==> src/rtl/router_dest_reader_if.sv <==
// Output byte stream of the router destination reader: ready/valid handshake
// with start/end-of-packet markers and the source port of each byte.
interface router_dest_reader_if;
  logic       pkt_valid;
  logic       pkt_ready;
  logic [7:0] pkt_data;
  logic       pkt_sop;
  logic       pkt_eop;
  logic [1:0] pkt_port;

  modport master (output pkt_valid, pkt_data, pkt_sop, pkt_eop, pkt_port,
                  input  pkt_ready);
  modport slave  (input  pkt_valid, pkt_data, pkt_sop, pkt_eop, pkt_port,
                  output pkt_ready);
endinterface

==> src/rtl/router_dest_reader.sv <==
// Round-robin reader for the router's three output FIFOs: pulls one packet at a
// time, forwards it through a 2-entry buffer and checks the XOR parity.
//
// state    | meaning
// IDLE     | pick next valid port, round-robin after last served
// HDR      | issue the header read
// HDR_WAIT | header arrives, load remaining = len+1
// BODY     | read payload + parity while remaining > 0
// DONE     | report pkt_done / parity_err
module router_dest_reader (
  input  logic                        clock,
  input  logic                        resetn,
  input  logic                        vld_out_0,
  input  logic                        vld_out_1,
  input  logic                        vld_out_2,
  input  logic [7:0]                  data_out_0,
  input  logic [7:0]                  data_out_1,
  input  logic [7:0]                  data_out_2,
  input  logic                        soft_reset_0,
  input  logic                        soft_reset_1,
  input  logic                        soft_reset_2,
  output logic                        read_enb_0,
  output logic                        read_enb_1,
  output logic                        read_enb_2,
  router_dest_reader_if.master        pkt,
  output logic                        pkt_done,
  output logic                        parity_err,
  output logic                        pkt_drop
);

  typedef enum logic [2:0] {S_IDLE, S_HDR, S_HDR_WAIT, S_BODY, S_DONE} state_t;

  state_t      state, state_nxt;
  logic [1:0]  act, act_nxt, last_srv, last_nxt;
  logic [1:0]  cand1, cand2;
  logic [6:0]  rem;
  logic        inflight, inflight_last;
  logic [7:0]  acc;
  logic [12:0] mem [2];
  logic        wr_ptr, rd_ptr;
  logic [1:0]  count;

  logic [2:0]  vld_vec;
  logic        vld_act, sr_act;
  logic [7:0]  din;
  logic        issue, abort, done, capture, pop, room;
  logic [2:0]  fill;

  assign vld_vec = {vld_out_2, vld_out_1, vld_out_0};

  always_comb begin
    vld_act = vld_out_0;
    sr_act  = soft_reset_0;
    din     = data_out_0;
    case (act)
      2'd1: begin vld_act = vld_out_1; sr_act = soft_reset_1; din = data_out_1; end
      2'd2: begin vld_act = vld_out_2; sr_act = soft_reset_2; din = data_out_2; end
      default: ;
    endcase
  end

  assign pkt.pkt_valid = (count != 2'd0);
  assign pkt.pkt_data  = mem[rd_ptr][12:5];
  assign pkt.pkt_sop   = mem[rd_ptr][4];
  assign pkt.pkt_eop   = mem[rd_ptr][3];
  assign pkt.pkt_port  = mem[rd_ptr][1:0];
  assign pop           = pkt.pkt_valid && pkt.pkt_ready;

  // A byte leaving this cycle frees its slot, so reads keep 1 byte/cycle flowing.
  assign fill    = {1'b0, count} - {2'b0, pop} + {2'b0, inflight};
  assign room    = (fill < 3'd2);
  assign capture = inflight && !abort;

  assign cand1 = (last_srv == 2'd2) ? 2'd0 : last_srv + 2'd1;
  assign cand2 = (cand1 == 2'd2) ? 2'd0 : cand1 + 2'd1;

  always_ff @(posedge clock) begin
    if (!resetn) state <= S_IDLE;
    else         state <= state_nxt;
  end

  always_comb begin
    state_nxt = state;
    act_nxt   = act;
    last_nxt  = last_srv;
    issue     = 1'b0;
    abort     = 1'b0;
    done      = 1'b0;
    if (state != S_IDLE && sr_act) begin
      abort     = 1'b1;
      last_nxt  = act;
      state_nxt = S_IDLE;
    end else begin
      case (state)
        S_IDLE: begin
          if (vld_vec[cand1])         begin act_nxt = cand1;    state_nxt = S_HDR; end
          else if (vld_vec[cand2])    begin act_nxt = cand2;    state_nxt = S_HDR; end
          else if (vld_vec[last_srv]) begin act_nxt = last_srv; state_nxt = S_HDR; end
        end
        S_HDR: begin
          if (vld_act && room) begin
            issue     = 1'b1;
            state_nxt = S_HDR_WAIT;
          end
        end
        S_HDR_WAIT: state_nxt = S_BODY;
        S_BODY: begin
          if (rem != 7'd0 && vld_act && room) issue = 1'b1;
          if (rem == 7'd0) state_nxt = S_DONE;
        end
        S_DONE: begin
          done      = 1'b1;
          last_nxt  = act;
          state_nxt = S_IDLE;
        end
        default: state_nxt = S_IDLE;
      endcase
    end
  end

  assign read_enb_0 = issue && (act == 2'd0);
  assign read_enb_1 = issue && (act == 2'd1);
  assign read_enb_2 = issue && (act == 2'd2);
  assign pkt_done   = done;
  assign parity_err = done && (acc != 8'h00);
  assign pkt_drop   = abort;

  always_ff @(posedge clock) begin
    if (!resetn) begin
      act           <= 2'd0;
      last_srv      <= 2'd2;
      rem           <= 7'd0;
      inflight      <= 1'b0;
      inflight_last <= 1'b0;
      acc           <= 8'h00;
      wr_ptr        <= 1'b0;
      rd_ptr        <= 1'b0;
      count         <= 2'd0;
      mem[0]        <= 13'd0;
      mem[1]        <= 13'd0;
    end else begin
      act           <= act_nxt;
      last_srv      <= last_nxt;
      inflight      <= issue;
      inflight_last <= issue && (state == S_BODY) && (rem == 7'd1);
      if (state == S_HDR_WAIT && !abort) rem <= {1'b0, din[7:2]} + 7'd1;
      else if (issue && state == S_BODY) rem <= rem - 7'd1;
      if (capture) acc <= (state == S_HDR_WAIT) ? din : (acc ^ din);
      if (abort) begin
        wr_ptr <= 1'b0;
        rd_ptr <= 1'b0;
        count  <= 2'd0;
      end else begin
        if (capture) begin
          mem[wr_ptr] <= {din, state == S_HDR_WAIT, inflight_last, 1'b0, act};
          wr_ptr      <= ~wr_ptr;
        end
        if (pop) rd_ptr <= ~rd_ptr;
        count <= count + {1'b0, capture} - {1'b0, pop};
      end
    end
  end

endmodule
==> src/flat_wrapper.sv <==
// flat-port wrapper written by rule: the top's interface ports become plain ports
module router_dest_reader_flat 
  (clock, resetn, vld_out_0, vld_out_1, vld_out_2, data_out_0, data_out_1, data_out_2, soft_reset_0, soft_reset_1, soft_reset_2, read_enb_0, read_enb_1, read_enb_2, pkt_done, parity_err, pkt_drop, pkt_pkt_valid, pkt_pkt_data, pkt_pkt_sop, pkt_pkt_eop, pkt_pkt_port, pkt_pkt_ready);
  router_dest_reader_if pkt_i ();
  input  logic clock;
  input  logic resetn;
  input  logic vld_out_0;
  input  logic vld_out_1;
  input  logic vld_out_2;
  input  logic [7:0] data_out_0;
  input  logic [7:0] data_out_1;
  input  logic [7:0] data_out_2;
  input  logic soft_reset_0;
  input  logic soft_reset_1;
  input  logic soft_reset_2;
  output logic read_enb_0;
  output logic read_enb_1;
  output logic read_enb_2;
  output logic pkt_done;
  output logic parity_err;
  output logic pkt_drop;
  output wire logic [$bits(pkt_i.pkt_valid)-1:0] pkt_pkt_valid;
  output wire logic [$bits(pkt_i.pkt_data)-1:0] pkt_pkt_data;
  output wire logic [$bits(pkt_i.pkt_sop)-1:0] pkt_pkt_sop;
  output wire logic [$bits(pkt_i.pkt_eop)-1:0] pkt_pkt_eop;
  output wire logic [$bits(pkt_i.pkt_port)-1:0] pkt_pkt_port;
  input wire logic [$bits(pkt_i.pkt_ready)-1:0] pkt_pkt_ready;
  assign pkt_pkt_valid = pkt_i.pkt_valid;
  assign pkt_pkt_data = pkt_i.pkt_data;
  assign pkt_pkt_sop = pkt_i.pkt_sop;
  assign pkt_pkt_eop = pkt_i.pkt_eop;
  assign pkt_pkt_port = pkt_i.pkt_port;
  assign pkt_i.pkt_ready = pkt_pkt_ready;
  router_dest_reader u_core (.clock(clock), .resetn(resetn), .vld_out_0(vld_out_0), .vld_out_1(vld_out_1), .vld_out_2(vld_out_2), .data_out_0(data_out_0), .data_out_1(data_out_1), .data_out_2(data_out_2), .soft_reset_0(soft_reset_0), .soft_reset_1(soft_reset_1), .soft_reset_2(soft_reset_2), .read_enb_0(read_enb_0), .read_enb_1(read_enb_1), .read_enb_2(read_enb_2), .pkt(pkt_i), .pkt_done(pkt_done), .parity_err(parity_err), .pkt_drop(pkt_drop));
endmodule
==> config.mk <==
export PLATFORM = sky130hd
export DESIGN_NAME = router_dest_reader_flat
export DESIGN_NICKNAME = d
export VERILOG_FILES = /design/src/rtl/router_dest_reader_if.sv /design/src/rtl/router_dest_reader.sv /design/src/flat_wrapper.sv
export SDC_FILE = /design/constraint.sdc
export NUM_CORES = 1
export LEC_CHECK = 0
export CORE_ASPECT_RATIO = 0.5
export CORE_MARGIN = 3
export CORE_UTILIZATION = 30
export DETAILED_ROUTE_END_ITERATION = 6
export DONT_BUFFER_PORTS = 1
export MAX_ROUTING_LAYER = met4
export PLACE_DENSITY_LB_ADDON = 0.05
export SETUP_SLACK_MARGIN = 0.5
export SYNTH_ARGS = -nofsm -noshare
export SYNTH_HDL_FRONTEND = slang
export SYNTH_SLANG_ARGS = --single-unit
==> constraint.sdc <==
create_clock -name clock -period 4.25 [get_ports clock]
set_clock_uncertainty 0.05 [all_clocks]
set_input_delay 0.425 -clock clock [delete_from_list [all_inputs] [get_ports clock]]
set_output_delay 0.425 -clock clock [all_outputs]
set_load 0.005 [all_outputs]
==> results_dict.tcl, run 1 <==
set metrics [dict create \
    die_h_um 75.18 \
    cts.sink_count 53 \
    avgRoutedWirePerCell_um 18.10 \
    endpoint_kind "output pin" \
    totalNegativeSetupSlack_ns 0 \
    power_per_cell_area_nw_per_um2 579.9 \
    clock_tree.root_cell "clkbuf_16" \
    count_of_flip_flops_with_a_built_in_enable_after_synthesis 24 \
    clockBufferDepth 2 \
    initial_utilization_pct 31.88 \
    fin_crit_share_pct 77.27 \
    groute.usage.overall_pct 14.88 \
    maxSlewHeadroom_pct 26.97 \
    ctsResizeCount 0 \
    total_leakage_power_uw 0.001143 \
    totalPowerFinal_uw 1809 \
    io-pin-count 52 \
    worstHoldPathType "input port to flop" \
    detail_route.wirelength_mm 7.583 \
    core_um2 9009 \
    timing.critical_path.cells "or2_2, nand2_1, nor2_1, fa_1, o21ai_1, a211oi_1, nand2_1, or4_1, nor2_1" \
    grt_pass1_vias 2078 \
    synth.top_cell.area_share_pct 25.10 \
    startpoint_type "flop" \
    period_minus_slack_ns 3.284 \
    p_sw_uw 733.2 \
    sw_frac_of_total_pct 40.54 \
    ant_nets 0 \
    path_clk_slew_ns 0.07 \
    synth.yosys.warnings 0 \
    grt_first_pass_wirelength_mm 11.54 \
    yosys.cell_types.count 48 \
    synthToLayoutAreaGrowth_pct 8.627 \
    antennaDiodeCount 0 \
    status "completed" \
    crit_type "flop to output pin" \
    required_time_at_the_endpoint_of_the_critical_path_ns 3.77 \
    placement.io_buffers 0 \
    synth_cells 304 \
    cts-htree-levels 2 \
    largest_net_degree_at_the_start_of_global_routing 18 \
    critical_path.n_buffers_inverters 0 \
    report.final.hold_viol_count 0 \
    drt_pre_antenna_iters 4 \
    cp.arrival_ns 2.81 \
    tritoncts "yes" \
    clock.fmax_mhz 304.5 \
    timing.critical_path.fanout_max 4 \
    drv_slew 0 \
    dieArea_um2 10850 \
    gp_congestion 0.7967 \
    post-route-drc-count 0 \
    synth_sequential_area_ratio_pct 45.32 \
    critPathMaxStageDelay_ns 0.53 \
    post-cts-setup-buffer-count 0 \
    cellInternalPower_uw 1075 \
    p_clk_share_pct 23.0 \
    ys_ff_latch 53 \
    synth_top_cells_by_area "edfxtp_1, dfxtp_1, nor2_1" \
    cts.hold.buffers_added 0 \
    fp.dieW_um 144.4 \
    rsz0062_at_grt "no" \
    dp.final_hpwl_mm 5.677 \
    detail_route.vias_per_cell 5.053 \
    synth.largest_area_cell "edfxtp_1" \
    mostFrequentLayoutCell "nor2_1" \
    timing.critical_path.slowest_stage_cell "fa_1" \
    avgSynthCellArea_um2 9.446 \
    drt_iter0_markers 110 \
    synthesis.nets 346 \
    layout_common_cells "nor2_1, dfxtp_1, nand2_1" \
    synth_flop_cell "dfxtp_1" \
    gr-total-overflow 0 \
    vdd_ir_drop_max_mv 0.1739 \
    placementRows 24 \
    transition_time_at_the_pin_with_the_least_slew_margin_ns 1.084 \
    final_net_count 343 \
    drive_above_1_share_pct 11.59 \
    sequentialPowerShare_pct 37.5 \
    syn-cell-area_um2 2872 \
    max-cap-violations 0 \
    num_cts_buffers 5 \
    clk-insertion-delay-late_ns 0.29 \
    number_of_antenna_violations_at_the_first_check_in_global_routing 0 \
    cpLargestDelayFamily "simple AND/OR/NAND/NOR gates" \
    setup_viol 0 \
    routed-via-count 2117 \
    synth-async-reset-ratio_pct 0 \
    combPwrFrac_pct 39.5 \
]
[worst register-to-register path, stage by stage, from the launching register on]
cell and delay [ns]:
dfxtp_1 0.39, inv_1 0.11, ha_1 0.38, a22o_2 0.30, a21oi_1 0.42, o21ai_0 0.16, buf_4 0.21, inv_1 0.17
nand3_1 0.11, buf_4 0.19, nand2_1 0.41
[cell usage after synthesis, types with 3 or more instances]
cell type / count
a211o_1: 4
a211oi_1: 6
a21o_1: 3
a21oi_1: 12
a22o_1: 3
a22oi_1: 5
and3_1: 4
clkbuf_1: 9
dfxtp_1: 29
edfxtp_1: 24
ha_1: 8
inv_1: 17
mux2_2: 12
mux2i_1: 5
nand2_1: 25
nand2b_1: 3
nand3_1: 5
nor2_1: 53
nor3_1: 4
nor4_1: 3
o211ai_1: 6
o21ai_0: 15
xnor2_1: 8
xor2_1: 9
[cell type report]
class	count	area (um^2)
Fill cell	940	5889
Multi-Input combinational cell	220	1431
Sequential cell	53	1301
Tap cell	117	146.4
Clock buffer	5	125.1
Inverter	17	63.81
Timing Repair Buffer	4	30.03
Clock inverter	3	21.27
[registers in the layout (all words and copies together), names as in the netlist, named ones only]
register              cells
u_core.acc                8
u_core.act                2
u_core.count              2
u_core.inflight           1
u_core.inflight_last      1
u_core.last_srv           2
u_core.mem               24
u_core.rd_ptr             1
u_core.rem                7
u_core.state              3
u_core.wr_ptr             1
[per-layer routing]
layer | track usage [%] | up-vias | wire length [um]
met3 | 3.807 | 5 | 353
li1 | - | 1069 | -
met4 | 2.792 | 0 | 46
met1 | 21.53 | 1007 | 3980
met5 | - | - | 0
met2 | 21.01 | 36 | 3202
[through the flow]
stage	cells	area, um^2	hold slack (ns)	utilization, %	worst slack, ns
after floorplan	304	2872	0.4157	-	1.264
after global placement	411	2973	0.4333	33.00	1.171
after detailed placement	411	2973	0.4359	33.00	0.9791
after CTS	419	3119	0.1666	34.63	0.9423
after global routing	419	3119	0.1750	34.63	0.6683
final	419	3119	0.1737	34.63	0.9662
[kinds of logic after synthesis]
| group | synth area share [%] |
|---|---|
| and+or+nand+nor | 18.82 |
| buffers and inverters | 4.836 |
| DFF | 45.32 |
| adders and majority gates | 4.183 |
| AOI/OAI and AO/OA | 15.21 |
| xor gates and xnor gates | 5.185 |
| muxes | 6.449 |
[path summary, 6_finish.rpt]
| check | slack, ns | to | depth (start not counted) | from |
|---|---|---|---|---|
| max | 0.97 | read_enb_1 | 9 | u_core.count[0] |
| min | 0.17 | u_core.last_srv[1] | 1 | resetn |
| max reg2reg | 0.99 | u_core.mem[1][7] | 10 | u_core.act[0] |
| min reg2reg | 0.45 | u_core.act[0] | 2 | u_core.act[0] |
[power by group through the flow]
stage / combinational [uW] / clock (uW) / sequential [uW]
2_1_floorplan: 542 / 0 / 660
3_3_place_gp: 721 / 0 / 687
3_5_place_dp: 717 / 0 / 689
4_1_cts: 722 / 432 / 677
5_1_grt: 803 / 446 / 689
6_report: 715 / 416 / 678
(Power assumes the default switching activity.)
==> inputs of run 2 (changes only) <==
- clock period: 4.25 -> 2.9 ns (I/O delays scaled with it)
==> run 2 against run 1 <==
  * Combinational power increased by 90%
  * Highest routed layer unchanged
  * Critical endpoint is now read_enb_0
  * Worst setup slack lost 0.92 ns
  * Count of clock-buffer cells in the layout is 1 higher
  * Largest power group unchanged
==> results_dict.tcl, run 2 (same netlist as run 1, synthesis figures left out) <==
set metrics [dict create \
    status "completed" \
    die_h_um 75.18 \
    drt_iter0_markers 86 \
    regMostFlops "u_core.mem" \
    avgRoutedWirePerCell_um 17.14 \
    critPathMaxStageDelay_ns 0.53 \
    preCtsSetupSlack_ns 0.1900 \
    number_of_antenna_violations_at_the_first_check_in_global_routing 0 \
    grt_first_pass_wirelength_mm 11.83 \
    gr-total-overflow 0 \
    ant_nets 0 \
    sw_frac_of_total_pct 38.23 \
    totalNegativeSetupSlack_ns 0 \
    fin_worst_hold_slack_ns 0.05197 \
    initial_utilization_pct 31.88 \
    total_leakage_power_uw 0.001292 \
    placement.io_buffers 0 \
    fp.dieW_um 144.4 \
    p_sw_uw 1164 \
    cts.hold.buffers_added 0 \
    drt_pre_antenna_iters 4 \
    biggestRegsByFlops "u_core.mem (24), u_core.acc (8), u_core.rem (7)" \
    met3WireLength_um 387 \
    crit_type "flop to output pin" \
    report.final.hold_viol_count 0 \
    required_time_at_the_endpoint_of_the_critical_path_ns 2.56 \
    endpoint_kind "output pin" \
    top_layer_used "met4" \
    fin_crit_share_pct 98.41 \
    largest_reg_flops 24 \
    transition_time_at_the_pin_with_the_least_slew_margin_ns 0.7511 \
    tritoncts "yes" \
    p_clk_share_pct 22.5 \
    cpLargestDelayFamily "simple AND/OR/NAND/NOR gates" \
    startpoint_type "flop" \
    timing.critical_path.fanout_max 4 \
    fin_util_pct 38.96 \
    num-fill-cells 899 \
    combPwrFrac_pct 44.5 \
    final_net_count 365 \
    layout.area.seq_um2 1309 \
    fin_area_um2 3510 \
    clk-insertion-delay-late_ns 0.29 \
    maxSlewHeadroom_pct 49.46 \
    timing.critical_path.cells "or2_4, nand2_4, nor2_2, fa_2, o21ai_2, a211oi_2, nand2_1, or4_4, nor2_2" \
    dieArea_um2 10850 \
    path_common_cell "nor2_2" \
    antennaDiodeCount 0 \
    placementRows 24 \
    clockBufferDepth 2 \
    detail_route.wirelength_mm 7.558 \
    cts-htree-levels 2 \
    post_dp_cell_area_um2 3077 \
    synthToLayoutAreaGrowth_pct 22.22 \
    drive_above_1_share_pct 27.47 \
    period_minus_slack_ns 2.854 \
    r2r_slack_ns 0.07 \
    groute.usage.overall_pct 14.80 \
    rsz0062_at_grt "yes" \
    detail_route.vias_per_cell 5.045 \
    route.met2.wl_mm 3.182 \
    largest_net_degree_at_the_start_of_global_routing 17 \
    cp.arrival_ns 2.51 \
    worst_slack_ns 0.04610 \
    cellInternalPower_uw 1881 \
    max-cap-violations 0 \
    mostFrequentLayoutCell "nor2_1" \
    critical_path.n_buffers_inverters 0 \
    sequentialPowerShare_pct 33.0 \
    gp_congestion 0.8429 \
    post-route-drc-count 0 \
    worstHoldPathType "input port to flop" \
    routed-via-count 2225 \
    grt_pass1_vias 2118 \
    clock.fmax_mhz 350.4 \
    vdd_ir_drop_max_mv 0.3347 \
    setup_viol 0 \
    multiInputGateArea_um2 1617 \
    dp.final_hpwl_mm 5.606 \
    cts.sink_count 53 \
    core_um2 9009 \
    timing.critical_path.slowest_stage_cell "fa_2" \
    layout_common_cells "nor2_1, dfxtp_1, edfxtp_1" \
    power_per_cell_area_nw_per_um2 867.8 \
    drv_slew 0 \
    clock_tree.root_cell "clkbuf_16" \
    route.layer.met1.wl_mm 3.963 \
    path_clk_slew_ns 0.07 \
    io-pin-count 52 \
    num_cts_buffers 5 \
]
[run 2: cell count changes in the layout (fill, tap and decap cells not counted), moves of 4 or more]
| cell | before | now |
|---|---|---|
| nor2_2 | 0 | 4 |
| buf_4 | 4 | 23 |
| nor2_1 | 53 | 46 |
| dfxtp_1 | 29 | 25 |
[run 2: per-layer routing]
layer  up-vias  track usage [%]
li1       1115                -
met1      1068            21.46
met2        40            20.76
met3         2            4.251
met4         0            2.172
met5         -                -
[run 2: cell type report]
class	instances	share of cell area, %
Clock buffer	6	3.672
Multi-Input combinational cell	220	46.06
Timing Repair Buffer	26	5.882
Sequential cell	53	37.29
Tap cell	117	4.171
Clock inverter	2	1.105
Inverter	17	1.818
[run 2: power by group through the flow]
stage,Combinational (uW),Clock [uW],Sequential (uW)
floorplan,805,0,968
global placement,1160,0,1000
detailed placement,1160,0,1010
CTS,1320,704,1000
global route,1500,734,1020
finish,1360,685,1000
[run 2: worst paths after layout]
path                         from                  to  cells after the start
setup / recovery  u_core.count[1]          read_enb_0                      9
hold reg to reg     u_core.act[0]       u_core.act[0]                      2
setup reg to reg  u_core.count[1]       u_core.rem[3]                     11
hold / removal             resetn  u_core.last_srv[1]                      1
[run 2: repair_timing]
item / 4_1_cts / 5_1_grt
pin swaps: 6 / 8
hold endpoints to repair: 0 / 0
setup buffers: 6 / 6
gates resized for setup: 35 / 11
setup endpoints to repair: 70 / 37
[run 2: per-stage QoR]
| stage | total power [uW] | cells |
|---|---|---|
| final | 3046 | 441 |
| after global routing | 3254 | 441 |
| after CTS | 3029 | 435 |
| after detailed placement | 2165 | 421 |
| after global placement | 2159 | 421 |
| after floorplan | 1773 | 304 |
==> inputs of run 3 (changes only) <==
- CTS_BUF_LIST: unset -> sky130_fd_sc_hd__clkbuf_8
- SLEW_MARGIN: unset -> 30
- TNS_END_PERCENT: unset -> 1
==> run 3 against run 2 <==
  * The run now ends with setup timing left
  * Cell count fell by 1.4%
  * Count of clock-buffer cells in the layout is 1 lower
  * Sequential power about the same
  * Critical path depth is the same
  * Fmax shrank 1.7%
  * Total power decreased by 9.4%
  * Die area stayed put
  * Register-to-register slack better by 0.03 ns
  * Critical endpoint is now read_enb_2
==> results_dict.tcl, run 3 (same netlist as run 1, synthesis figures left out) <==
set metrics [dict create \
    worst_hold_path.endpoint "u_core.rem[2]" \
    num_cts_buffers 5 \
    timing.critical_path.slowest_stage_cell "fa_2" \
    final_net_count 359 \
    die_h_um 75.18 \
    rsz0062_at_grt "yes" \
    preCtsSetupSlack_ns 0.1794 \
    crit_type "flop to output pin" \
    status "finished, violations left" \
    core_um2 9009 \
    io-pin-count 52 \
    dieArea_um2 10850 \
    dp.final_hpwl_mm 5.669 \
    number_of_antenna_violations_at_the_first_check_in_global_routing 0 \
    drt_iter0_markers 143 \
    clk-insertion-delay-late_ns 0.32 \
    r2r_slack_ns 0.10 \
    detail_route.wirelength_mm 7.614 \
    grt_pass1_vias 2102 \
    worstHoldPathType "input port to flop" \
    startpoint_type "flop" \
    timing.hold.worst_path_depth 2 \
    setup_viol 1 \
    drv_slew 0 \
    fin_util_pct 36.46 \
    largest_reg_flops 24 \
    drive_above_1_share_pct 21.07 \
    initial_utilization_pct 31.88 \
    groute.usage.overall_pct 14.97 \
    fin_area_um2 3284 \
    mostFrequentLayoutCell "nor2_1" \
    worstRegToRegCells 10 \
    transition_time_at_the_pin_with_the_least_slew_margin_ns 0.7607 \
    clockBufferDepth 2 \
    routed-via-count 2211 \
    clock_tree.root_cell "clkbuf_8" \
    drt_pre_antenna_iters 4 \
    gp_congestion 0.8384 \
    tritoncts "yes" \
    antennaDiodeCount 0 \
    report.final.hold_viol_count 0 \
    timing.critical_path.fanout_max 5 \
    total_leakage_power_uw 0.001212 \
    required_time_at_the_endpoint_of_the_critical_path_ns 2.56 \
    timing.critical_path.cells "or2_4, nand2_2, nor2_2, fa_2, o21ai_2, a211oi_2, nand2_1, or4_4, nor2_2" \
    max-cap-violations 0 \
    period_minus_slack_ns 2.905 \
    maxSlewHeadroom_pct 48.82 \
    detail_route.vias_per_cell 5.083 \
    clock.fmax_mhz 344.3 \
    placementRows 24 \
    cp.arrival_ns 2.56 \
    timing.hold.worst.start "resetn" \
    vdd_ir_drop_max_mv 0.2135 \
    fin_crit_share_pct 100.2 \
    biggestRegsByFlops "u_core.mem (24), u_core.acc (8), u_core.rem (7)" \
    largest_net_degree_at_the_start_of_global_routing 17 \
    critical_path.n_buffers_inverters 0 \
    violated_checks "setup timing" \
    placement.io_buffers 0 \
    synthToLayoutAreaGrowth_pct 14.38 \
    worst_reg2reg_startpoint "u_core.count[1]" \
    endpoint_kind "output pin" \
    totalNegativeSetupSlack_ns -0.004560 \
    cts.sink_count 53 \
    regMostFlops "u_core.mem" \
    cpLargestDelayFamily "simple AND/OR/NAND/NOR gates" \
    r2r-end "u_core.rem[4]" \
    gr-total-overflow 0 \
    cts-htree-levels 2 \
    fp.dieW_um 144.4 \
    layout_common_cells "nor2_1, dfxtp_1, edfxtp_1" \
    path_clk_slew_ns 0.11 \
    post-cts-setup-buffer-count 0 \
    grt_first_pass_wirelength_mm 11.68 \
    worst_slack_ns -0.004560 \
    post_dp_cell_area_um2 3100 \
    critPathMaxStageDelay_ns 0.53 \
    power_per_cell_area_nw_per_um2 840.2 \
    avgRoutedWirePerCell_um 17.50 \
    path_common_cell "nor2_2" \
    ant_nets 0 \
    num-fill-cells 920 \
    post-route-drc-count 0 \
]
-- run 3: cell types whose count changed in the layout (fill, tap and decap cells not counted), moves of 2 or more --
cell,before,now
ha_4,3,0
nor2_4,3,1
dfxtp_1,25,28
buf_4,23,19
inv_1,14,17
clkbuf_16,5,0
nand2_4,2,0
ha_1,5,7
dfxtp_2,3,1
nor2_1,46,48
inv_2,3,1
buf_6,3,0
clkbuf_8,0,5
-- run 3: power by group --
group | leakage [uW] | switching (uW) | internal, uW
registers | 0.000484 | 93.8 | 886
logic | 0.000668 | 749 | 508
clock network | 0.0000595 | 266 | 256
-- run 3: per-stage QoR --
| step | hold WS [ns] | std cells | power [uW] |
|---|---|---|---|
| final | 0.06012 | 435 | 2760 |
| after global routing | 0.05513 | 435 | 2971 |
| after CTS | 0.05045 | 435 | 2760 |
| after detailed placement | 0.3415 | 426 | 2190 |
| after global placement | 0.3402 | 426 | 2192 |
| after floorplan | 0.3898 | 304 | 1769 |
-- run 3: cell type report --
cell class / instances / area [um^2] / area share (%)
Multi-Input combinational cell: 220 / 1508 / 45.90
Sequential cell: 53 / 1303 / 39.66
Timing Repair Buffer: 20 / 152.6 / 4.648
Tap cell: 117 / 146.4 / 4.457
Clock buffer: 5 / 68.82 / 2.095
Inverter: 17 / 63.81 / 1.943
Clock inverter: 3 / 42.54 / 1.295
-- run 3: what timing repair did --
item	in CTS	in global routing
gates resized for setup	11	8
hold buffers	1	0
endpoints found under the setup margin	59	76
pin swaps	3	4
endpoints found under the hold margin	1	0
-- run 3: how the worst max path moves through the flow --
stage	to	depth (start not counted)	from	slack, ns
after global placement	read_enb_0	9	u_core.count[1]	0.17
after global routing	read_enb_2	9	u_core.count[1]	-0.12
after CTS	read_enb_1	9	u_core.count[1]	-0.03
after floorplan	u_core.rem[4]	11	u_core.count[1]	0.24
final	read_enb_2	9	u_core.count[1]	-0.005
after detailed placement	u_core.rem[4]	9	u_core.act[0]	0.18
-- run 3: metal layers --
layer	vias up	wire length (um)	GRT usage, %
met5	-	0	-
met4	0	51	2.792
met3	7	393	4.188
met2	40	3255	21.83
met1	1063	3914	20.92
li1	1101	-	-
